$ cat src/rtl/reg_file_sb.sv
// reg_file_sb: parametrised 2**A x W register file with scoreboard.
//
// Three combinational read ports (A, B, C), one write port that accepts a
// full-word write (WriteEn) or an immediate half-write (MovEn/MovHi/MovImm),
// optional write-to-read bypass, optional hard-wired zero register,
// per-register pending bits for in-flight loads, and a sequential clear
// engine that zeroes one register per cycle.
//
// Ports:
//   Clk, Reset                 rising-edge clock, async active-high reset
//   WriteEn, MovEn, MovHi      write controls (Mov has priority over Write)
//   Waddr, DataIn, MovImm      write address / full data / immediate field
//   RaddrA/B/C                 read addresses
//   ImmSelB                    DataOutB = {RaddrA,RaddrB} zero-extended
//   PendSet, PendAddr          mark a register as pending
//   ClearReq                   start the clear engine
//   DataOutA/B/C               read data
//   PendA/B/C                  stored pending bits of RaddrA/B/C
//   ClearBusy, ClearDone       clear engine active / one-cycle completion

module reg_file_sb #(
  parameter int W        = 8,
  parameter int A        = 2,
  parameter int IMM_W    = 4,
  parameter int BYPASS   = 1,
  parameter int ZERO_REG = 0
) (
  input  logic             Clk,
  input  logic             Reset,
  input  logic             WriteEn,
  input  logic             MovEn,
  input  logic             MovHi,
  input  logic [A-1:0]     Waddr,
  input  logic [W-1:0]     DataIn,
  input  logic [IMM_W-1:0] MovImm,
  input  logic [A-1:0]     RaddrA,
  input  logic [A-1:0]     RaddrB,
  input  logic [A-1:0]     RaddrC,
  input  logic             ImmSelB,
  input  logic             PendSet,
  input  logic [A-1:0]     PendAddr,
  input  logic             ClearReq,
  output logic [W-1:0]     DataOutA,
  output logic [W-1:0]     DataOutB,
  output logic [W-1:0]     DataOutC,
  output logic             PendA,
  output logic             PendB,
  output logic             PendC,
  output logic             ClearBusy,
  output logic             ClearDone
);

  localparam int            DEPTH   = 2 ** A;
  localparam bit            ZR      = (ZERO_REG != 0);
  localparam bit            BYP     = (BYPASS != 0);
  localparam logic [A-1:0]  LAST    = {A{1'b1}};
  localparam logic [A-1:0]  ADDR0   = {A{1'b0}};
  localparam logic [W-1:0]  LO_MASK = {{(W-IMM_W){1'b0}}, {IMM_W{1'b1}}};

  typedef enum logic [1:0] {
    S_IDLE  = 2'd0,
    S_CLEAR = 2'd1,
    S_DONE  = 2'd2
  } state_e;

  state_e         state_q, state_d;
  logic [A-1:0]   cnt_q, cnt_d;
  logic [W-1:0]   regs_q [DEPTH];
  logic [W-1:0]   regs_d [DEPTH];
  logic [DEPTH-1:0] pend_q, pend_d;

  logic           busy_s;
  logic           wr_eff_s;
  logic           pend_set_eff_s;
  logic [W-1:0]   wr_val_s;
  logic [W-1:0]   imm_b_s;

  // Replace the selected IMM_W field of old with imm, keeping all other bits.
  function automatic logic [W-1:0] mov_merge(input logic [W-1:0]     old,
                                             input logic [IMM_W-1:0] imm,
                                             input logic             hi);
    logic [W-1:0] mask;
    logic [W-1:0] ext;
    mask = hi ? (LO_MASK << IMM_W) : LO_MASK;
    ext  = {{(W-IMM_W){1'b0}}, imm};
    ext  = hi ? (ext << IMM_W) : ext;
    return (old & ~mask) | (ext & mask);
  endfunction

  // One read port: zero register first, then bypass, then stored value.
  function automatic logic [W-1:0] read_port(input logic [A-1:0] addr,
                                             input logic [W-1:0] stored,
                                             input logic         byp_en,
                                             input logic [A-1:0] waddr,
                                             input logic [W-1:0] wval);
    logic [W-1:0] r;
    if (ZR && (addr == ADDR0)) begin
      r = {W{1'b0}};
    end else if (BYP && byp_en && (addr == waddr)) begin
      r = wval;
    end else begin
      r = stored;
    end
    return r;
  endfunction

  assign busy_s    = (state_q == S_CLEAR);
  assign ClearBusy = busy_s;
  assign ClearDone = (state_q == S_DONE);

  // Effective write qualification and the value that lands in Reg[Waddr].
  always_comb begin
    wr_eff_s       = !busy_s && (MovEn || WriteEn) && !(ZR && (Waddr == ADDR0));
    pend_set_eff_s = !busy_s && PendSet && !(ZR && (PendAddr == ADDR0));
    wr_val_s       = MovEn ? mov_merge(regs_q[Waddr], MovImm, MovHi) : DataIn;
    imm_b_s        = W'({RaddrA, RaddrB});
  end

  // Combinational read ports; port B bypass is suppressed in immediate mode.
  always_comb begin
    DataOutA = read_port(RaddrA, regs_q[RaddrA], wr_eff_s, Waddr, wr_val_s);
    DataOutC = read_port(RaddrC, regs_q[RaddrC], wr_eff_s, Waddr, wr_val_s);
    if (ImmSelB) begin
      DataOutB = imm_b_s;
    end else begin
      DataOutB = read_port(RaddrB, regs_q[RaddrB], wr_eff_s, Waddr, wr_val_s);
    end
    PendA = pend_q[RaddrA];
    PendB = pend_q[RaddrB];
    PendC = pend_q[RaddrC];
  end

  // Next-state: write port, scoreboard, then clear FSM overrides.
  always_comb begin
    regs_d  = regs_q;
    pend_d  = pend_q;
    state_d = state_q;
    cnt_d   = cnt_q;

    if (wr_eff_s) begin
      regs_d[Waddr] = wr_val_s;
      pend_d[Waddr] = 1'b0;
    end else begin
      regs_d[Waddr] = regs_q[Waddr];
    end
    // A set on the same register as a write wins, so it is applied last.
    pend_d[PendAddr] = pend_set_eff_s ? 1'b1 : pend_d[PendAddr];

    case (state_q)
      S_IDLE: begin
        if (ClearReq) begin
          state_d = S_CLEAR;
          cnt_d   = ADDR0;
          pend_d  = {DEPTH{1'b0}};
        end else begin
          state_d = S_IDLE;
        end
      end
      S_CLEAR: begin
        regs_d[cnt_q] = {W{1'b0}};
        // Hold cnt on the last register so it never wraps while in CLEAR.
        if (cnt_q == LAST) begin
          state_d = S_DONE;
          cnt_d   = cnt_q;
        end else begin
          state_d = S_CLEAR;
          cnt_d   = cnt_q + {{(A-1){1'b0}}, 1'b1};
        end
      end
      S_DONE: begin
        if (ClearReq) begin
          state_d = S_CLEAR;
          cnt_d   = ADDR0;
          pend_d  = {DEPTH{1'b0}};
        end else begin
          state_d = S_IDLE;
        end
      end
      default: begin
        state_d = S_IDLE;
        cnt_d   = ADDR0;
      end
    endcase
  end

  // State registers with asynchronous active-high reset.
  always_ff @(posedge Clk or posedge Reset) begin
    if (Reset) begin
      state_q <= S_IDLE;
      cnt_q   <= ADDR0;
      pend_q  <= {DEPTH{1'b0}};
      for (int i = 0; i < DEPTH; i++) begin
        regs_q[i] <= {W{1'b0}};
      end
    end else begin
      state_q <= state_d;
      cnt_q   <= cnt_d;
      pend_q  <= pend_d;
      for (int i = 0; i < DEPTH; i++) begin
        regs_q[i] <= regs_d[i];
      end
    end
  end

endmodule

$ cat config.mk
export PLATFORM = sky130hd
export DESIGN_NAME = reg_file_sb
export DESIGN_NICKNAME = d
export VERILOG_FILES = /design/src/rtl/reg_file_sb.sv
export SDC_FILE = /design/constraint.sdc
export NUM_CORES = 1
export LEC_CHECK = 0
export CORE_ASPECT_RATIO = 1.75
export CORE_UTILIZATION = 35
export CTS_BUF_LIST = sky130_fd_sc_hd__clkbuf_4 sky130_fd_sc_hd__clkbuf_8
export DETAILED_ROUTE_END_ITERATION = 12
export SLEW_MARGIN = 20
export SYNTH_ARGS = -nofsm -noshare
export SYNTH_HDL_FRONTEND = slang
export SYNTH_SLANG_ARGS = --single-unit
$ cat constraint.sdc
create_clock -name Clk -period 4.6 [get_ports Clk]
set_input_delay 0.46 -clock Clk [delete_from_list [all_inputs] [get_ports Clk]]
set_output_delay 0.46 -clock Clk [all_outputs]
set_load 0.02 [all_outputs]
# [Yosys cells after proc, flatten, opt, wreduce, memory -nomap -nowiden]
# Cells that the tools add are included.
# W data, S select, Z words.
[op_classes] n_reduce_logical=14 n_addsub=1 magnitude_cmp=14 n_eq_ne=8 mux=50 bitwise_logic=13
[op_table] operator="$mux W8" count=17
[op_table] operator="$bmux W8 S2" count=4
[op_table] operator="$bwmux W32" count=2
[op_table] operator="$mux W32" count=2
[op_table] operator="$and A32 B32 Y32" count=1
[op_table] operator="$demux W8 S2" count=2
[op_table] operator="$not A32 Y32" count=1
[op_table] operator="$and A8 B8 Y8" count=2
[op_table] operator="$ge A3 B3 Y1 const B" count=5
[op_table] operator="$lt A2 B3 Y1 const B" count=5
[op_table] operator="$not A2 Y3" count=5
[op_table] operator="$mux W4" count=3
[op_table] operator="$logic_and A1 B1 Y1" count=9
[op_table] operator="$bmux W1 S2" count=4
[op_table] operator="$mux W1" count=8
[op_table] operator="$not A8 Y8" count=1
[op_table] operator="$or A8 B8 Y8" count=1
[op_table] operator="$pmux W2 S2" count=2
[op_table] operator="$eq A2 B2 Y1" count=3
[op_table] operator="$lt A3 B1 Y1 const B" count=2
[op_table] operator="$mux W2" count=3
[op_table] operator="$and A4 B4 Y4" count=1
[op_table] operator="$bwmux W4" count=1
[op_table] operator="$demux W1 S2" count=2
[op_table] operator="other kinds (12)" count=14
[totals] reg_bits=40 out_inout_bits=29

# [Logic depth before layout (Yosys ltp)]
[logic_depth] ltp_word=13 ltp_mapped=7

# [Worst setup path before layout]
# Ideal clock, no wire load.
[synth_timing] path_kind="input -> output" startpoint="input Waddr[1]" endpoint="output DataOutC[6]" arrival_time_ns=1.778 required_ns=4.140 stages=7 slack_ns=2.362 path_cell_list="buf_6 > buf_8 > xor2_1 > nor4_4 > buf_4 > o21ai_0 > o22ai_1"
[synth_between] elab_chain_len=8 elab_cells_between_ends=10
[synth_lines] element="from (decl)" line_no="33" source="input logic [A-1:0] Waddr,"
[synth_lines] element="$not A2 Y3 (not written as such)" line_no="115" source="wr_val_s = MovEn ? mov_merge(regs_q[Waddr], MovImm, MovHi) : DataIn;"
[synth_lines] element="$bmux W8 S2" line_no="115"
[synth_lines] element="$mux W8 (not written as such) (2 in series)" line_no="115"
[synth_lines] element="$and A8 B8 Y8" line_no="87" source="return (old & ~mask) | (ext & mask);"
[synth_lines] element="$or A8 B8 Y8" line_no="87"
[synth_lines] element="$mux W8" line_no="115"
[synth_lines] element="$mux W8 (*)" line_no="99" source="end else if (BYP && byp_en && (addr == waddr)) begin"
[synth_lines] element="to (decl)" line_no="45" source="output logic [W-1:0] DataOutC,"
# Mark *: on every way between the ends. The rest lies on a longest branch, timed or not. The select of a mux whose other input is x is not followed.

# [Final worst setup path]
[layout_timing] startpoint="input Waddr[1]" endpoint="output DataOutB[7]"
[layout_between] elab_chain_len=9 elab_cells_between_ends=11
[layout_lines] element="$not A2 Y3 (not written as such)" line_no="115"
[layout_lines] element="$bmux W8 S2" line_no="115"
[layout_lines] element="$mux W8 (not written as such) (2 in series)" line_no="115"
[layout_lines] element="$and A8 B8 Y8" line_no="87"
[layout_lines] element="$or A8 B8 Y8" line_no="87"
[layout_lines] element="$mux W8" line_no="115"
[layout_lines] element="$mux W8 (*)" line_no="99"
[layout_lines] element="$mux W8 (*)" line_no="123" source="if (ImmSelB) begin"
[layout_lines] element="to (decl)" line_no="44" source="output logic [W-1:0] DataOutB,"
# Marked as above.

==> summary.md <==
| Metric | Value |
|---|---|
| CTS Buffer Depth | 2 |
| Hold Slack | 0.5736 ns |
| Die Footprint | 10410 um^2 |
| Maxcap violations | 0 |
| Congestion Overflow GR | 0 |
| Clock Skew | 0.005234 ns |
| Critical path class | input port to output port |
| Root buffer cell | clkbuf_8 |
| GPL Wtd Cong | 0.9523 |
| GRT Util Overall | 22.76% |
| I/O Buffers | 58 |
| Sw Share | 41.72% |
| Layout cells sized above 1 | 18.00% |
| CTS H-tree depth | 2 |
| Latest clock arrival within the worst-skew pair | 0.31 ns |
| Largest net degree at the start of global routing | 41 |
| Endpoints failing hold | 0 |
| Nets | 433 |
| Post-CTS sizing | 0 |
| Die height | 134.2 um |
| CTS tree | done |
| First-pass DRT Iterations | 5 |
| Int Power | 1381 uW |
| Final setup fails | 0 |
| Critical Path Sink Type | output port |
| F_max | 272.3 MHz |
| # hold bufs at CTS | 0 |
| Total CTS buffers | 5 |
| Startpoint types | input port |
| Period Utilization, post-route | 79.83% |
| Clk network pwr share | 17.3% |
| Starting Density | 36.47% |
| Row count | 47 |
| Post-CTS Setup Inserts | 0 |
| Vias/cell | 6.176 |
| DIE WIDTH | 77.55 um |
| CP required | 4.14 ns |
| Detail Route Antenna Nets | 0 |
| Maximum net fanout on the critical path | 24 |
| Data arrival time of the critical path | 3.21 ns |
| P_sw | 988.6 uW |
| Antenna Cells | 0 |
| Final Max Slew Viols | 0 |
| Synth cell types | 45 |
| Post-Route WL | 11260 um |
| Mapped Area | 3496 um^2 |
| Seq/Total Area, Yosys | 28.63% |
| First-pass GRT wire length | 17870 um |
| Post-route minimum period | 3.672 ns |
| Final HPWL DP | 8122 um |
| Status | complete, no violations |
| Initial DRC Count | 257 |
| Antenna violations before repair | 0 |
| Syn_area_per_cell | 9.903 um^2 |
| RSZ-0062 raised after global routing | false |
| Post-synth EDFFs | 0 |
| Most common cell after layout, fill and taps aside | clkdlybuf4s50_1 |
| Share of power burned in registers | 29.8% |
| DRC viols | 0 |
| Syn Inst Count | 353 |
| Synth Warn # | 0 |
| CTS clk-pin slew, worst paths | 0.08 ns |
| Final setup TNS | 0 ns |
| Layout area overhead | 22.51% |
| Cell Pwr Density | 553.4 nW/um^2 |
| HP Class | flip-flop to flip-flop |
| Number of synthesized register bits | 40 |
| Peak VDD IR | 0.2148 mV |
| Core ar. | 9585 um^2 |
| Routed length per instance | 21.57 um |
| Combinational power share | 52.9% |
| Vias in the first global route | 3320 |
| Rel. slew slack | 49.48% |
| Top-Level Pins | 59 |
| Pleak | 0.001621 uW |
| Commonest cells after routing, fill and taps aside | clkdlybuf4s50_1, dfrtp_1, nand2_1, mux4_2, a21oi_1 |
| Vias | 3224 |
| Most used DFF post-synth | dfrtp_1 |
| Synthesized Nets | 387 |
| # clock sinks | 40 |
| Worst Tran Pin Value | 0.7508 ns |
| Async set-or-reset flop fraction in the synthesized netlist | 100.0% |
[critical path, cell delays in order]
cell and delay (ns):
clkdlybuf4s50_1 0.47, buf_4 0.32, xnor2_1 0.18, nand4_1 0.46, or3_1 0.51, o22ai_1 0.16, clkdlybuf4s50_1 0.63
[worst paths after layout]
path / start / end / slack [ns] / depth (start not counted)
worst max-delay path: Waddr[1] / DataOutB[7] / 0.93 / 7
worst min register to register: pend_q[3] / pend_q[3] / 0.57 / 2
max in group asynchronous: Reset / regs_q[19] / 3.61 / 3
min in group asynchronous: Reset / state_q[0] / 0.59 / 3
worst max register to register: state_q[1] / regs_q[27] / 2.61 / 5
worst min-delay path: pend_q[3] / pend_q[3] / 0.57 / 2
[cell usage after synthesis, types with 5 or more instances]
cell type	number	area [um^2]
dfrtp_1	40	1001
nand2_1	28	105.1
mux4_2	27	608.1
a21oi_1	26	130.1
inv_1	22	82.58
mux2i_1	21	210.2
o211ai_1	20	150.1
nand3_1	18	90.09
o21ai_0	14	70.07
o31ai_1	13	97.59
o22ai_1	12	75.07
buf_2	9	45.04
clkbuf_1	8	30.03
nor2_1	8	30.03
nor2b_1	7	43.79
buf_6	6	67.56
nand2b_1	5	31.28
xor2_1	5	43.79
[power by group through the flow]
stage	Clock (uW)	Combinational (uW)	Sequential, uW
after floorplan	0	861	632
after global placement	0	1230	700
after detailed placement	0	1250	709
after CTS	416	1250	701
after global routing	429	1350	731
final	410	1250	707
[state kept, by name, summed over array words and instances, names as in the netlist]
| signal | flops |
|---|---|
| cnt_q | 2 |
| pend_q | 4 |
| regs_q | 32 |
| state_q | 2 |
[per-stage QoR]
stage / util (%) / area [um^2] / setup slack [ns] / power, uW / instances
after floorplan: - / 3496 / 2.362 / 1493 / 353
after global placement: 43.02 / 4124 / 1.013 / 1932 / 514
after detailed placement: 43.02 / 4124 / 0.9423 / 1958 / 514
after CTS: 44.68 / 4283 / 0.9242 / 2372 / 522
after global routing: 44.68 / 4283 / 0.7169 / 2510 / 522
final: 44.68 / 4283 / 0.9276 / 2370 / 522
[final cells by class]
type | instances | area [um^2]
inverter | 23 | 86.33
clock buffer | 5 | 68.82
fill | 913 | 5303
clock inverter | 3 | 90.09
sequential | 40 | 1001
tap | 122 | 152.6
multi-input combinational | 260 | 2221
timing repair buffer | 69 | 663.1
[layer usage]
layer	vias up	global-route usage [%]	wire, um	share of wire (%)
li1	1435	-	-	-
met1	1600	25.00	4155	37
met2	157	41.35	6098	54
met3	32	2.993	515	4.6
met4	0	13.00	492	4.4
met5	-	0	0	0
[logic make-up (layout without fill, tap and decap cells)]
kind of cell / after synthesis / after routing / share of synthesized area, %
buffers and inverters: 53 / 100 / 7.838
DFF: 40 / 40 / 28.63
and+or+nand+nor: 94 / 94 / 15.10
xor gates and xnor gates: 7 / 7 / 1.754
AOI/OAI and AO/OA: 103 / 103 / 20.54
muxes: 52 / 52 / 24.70
adders and majority gates: 4 / 4 / 1.432
(Power assumes the default switching activity.)
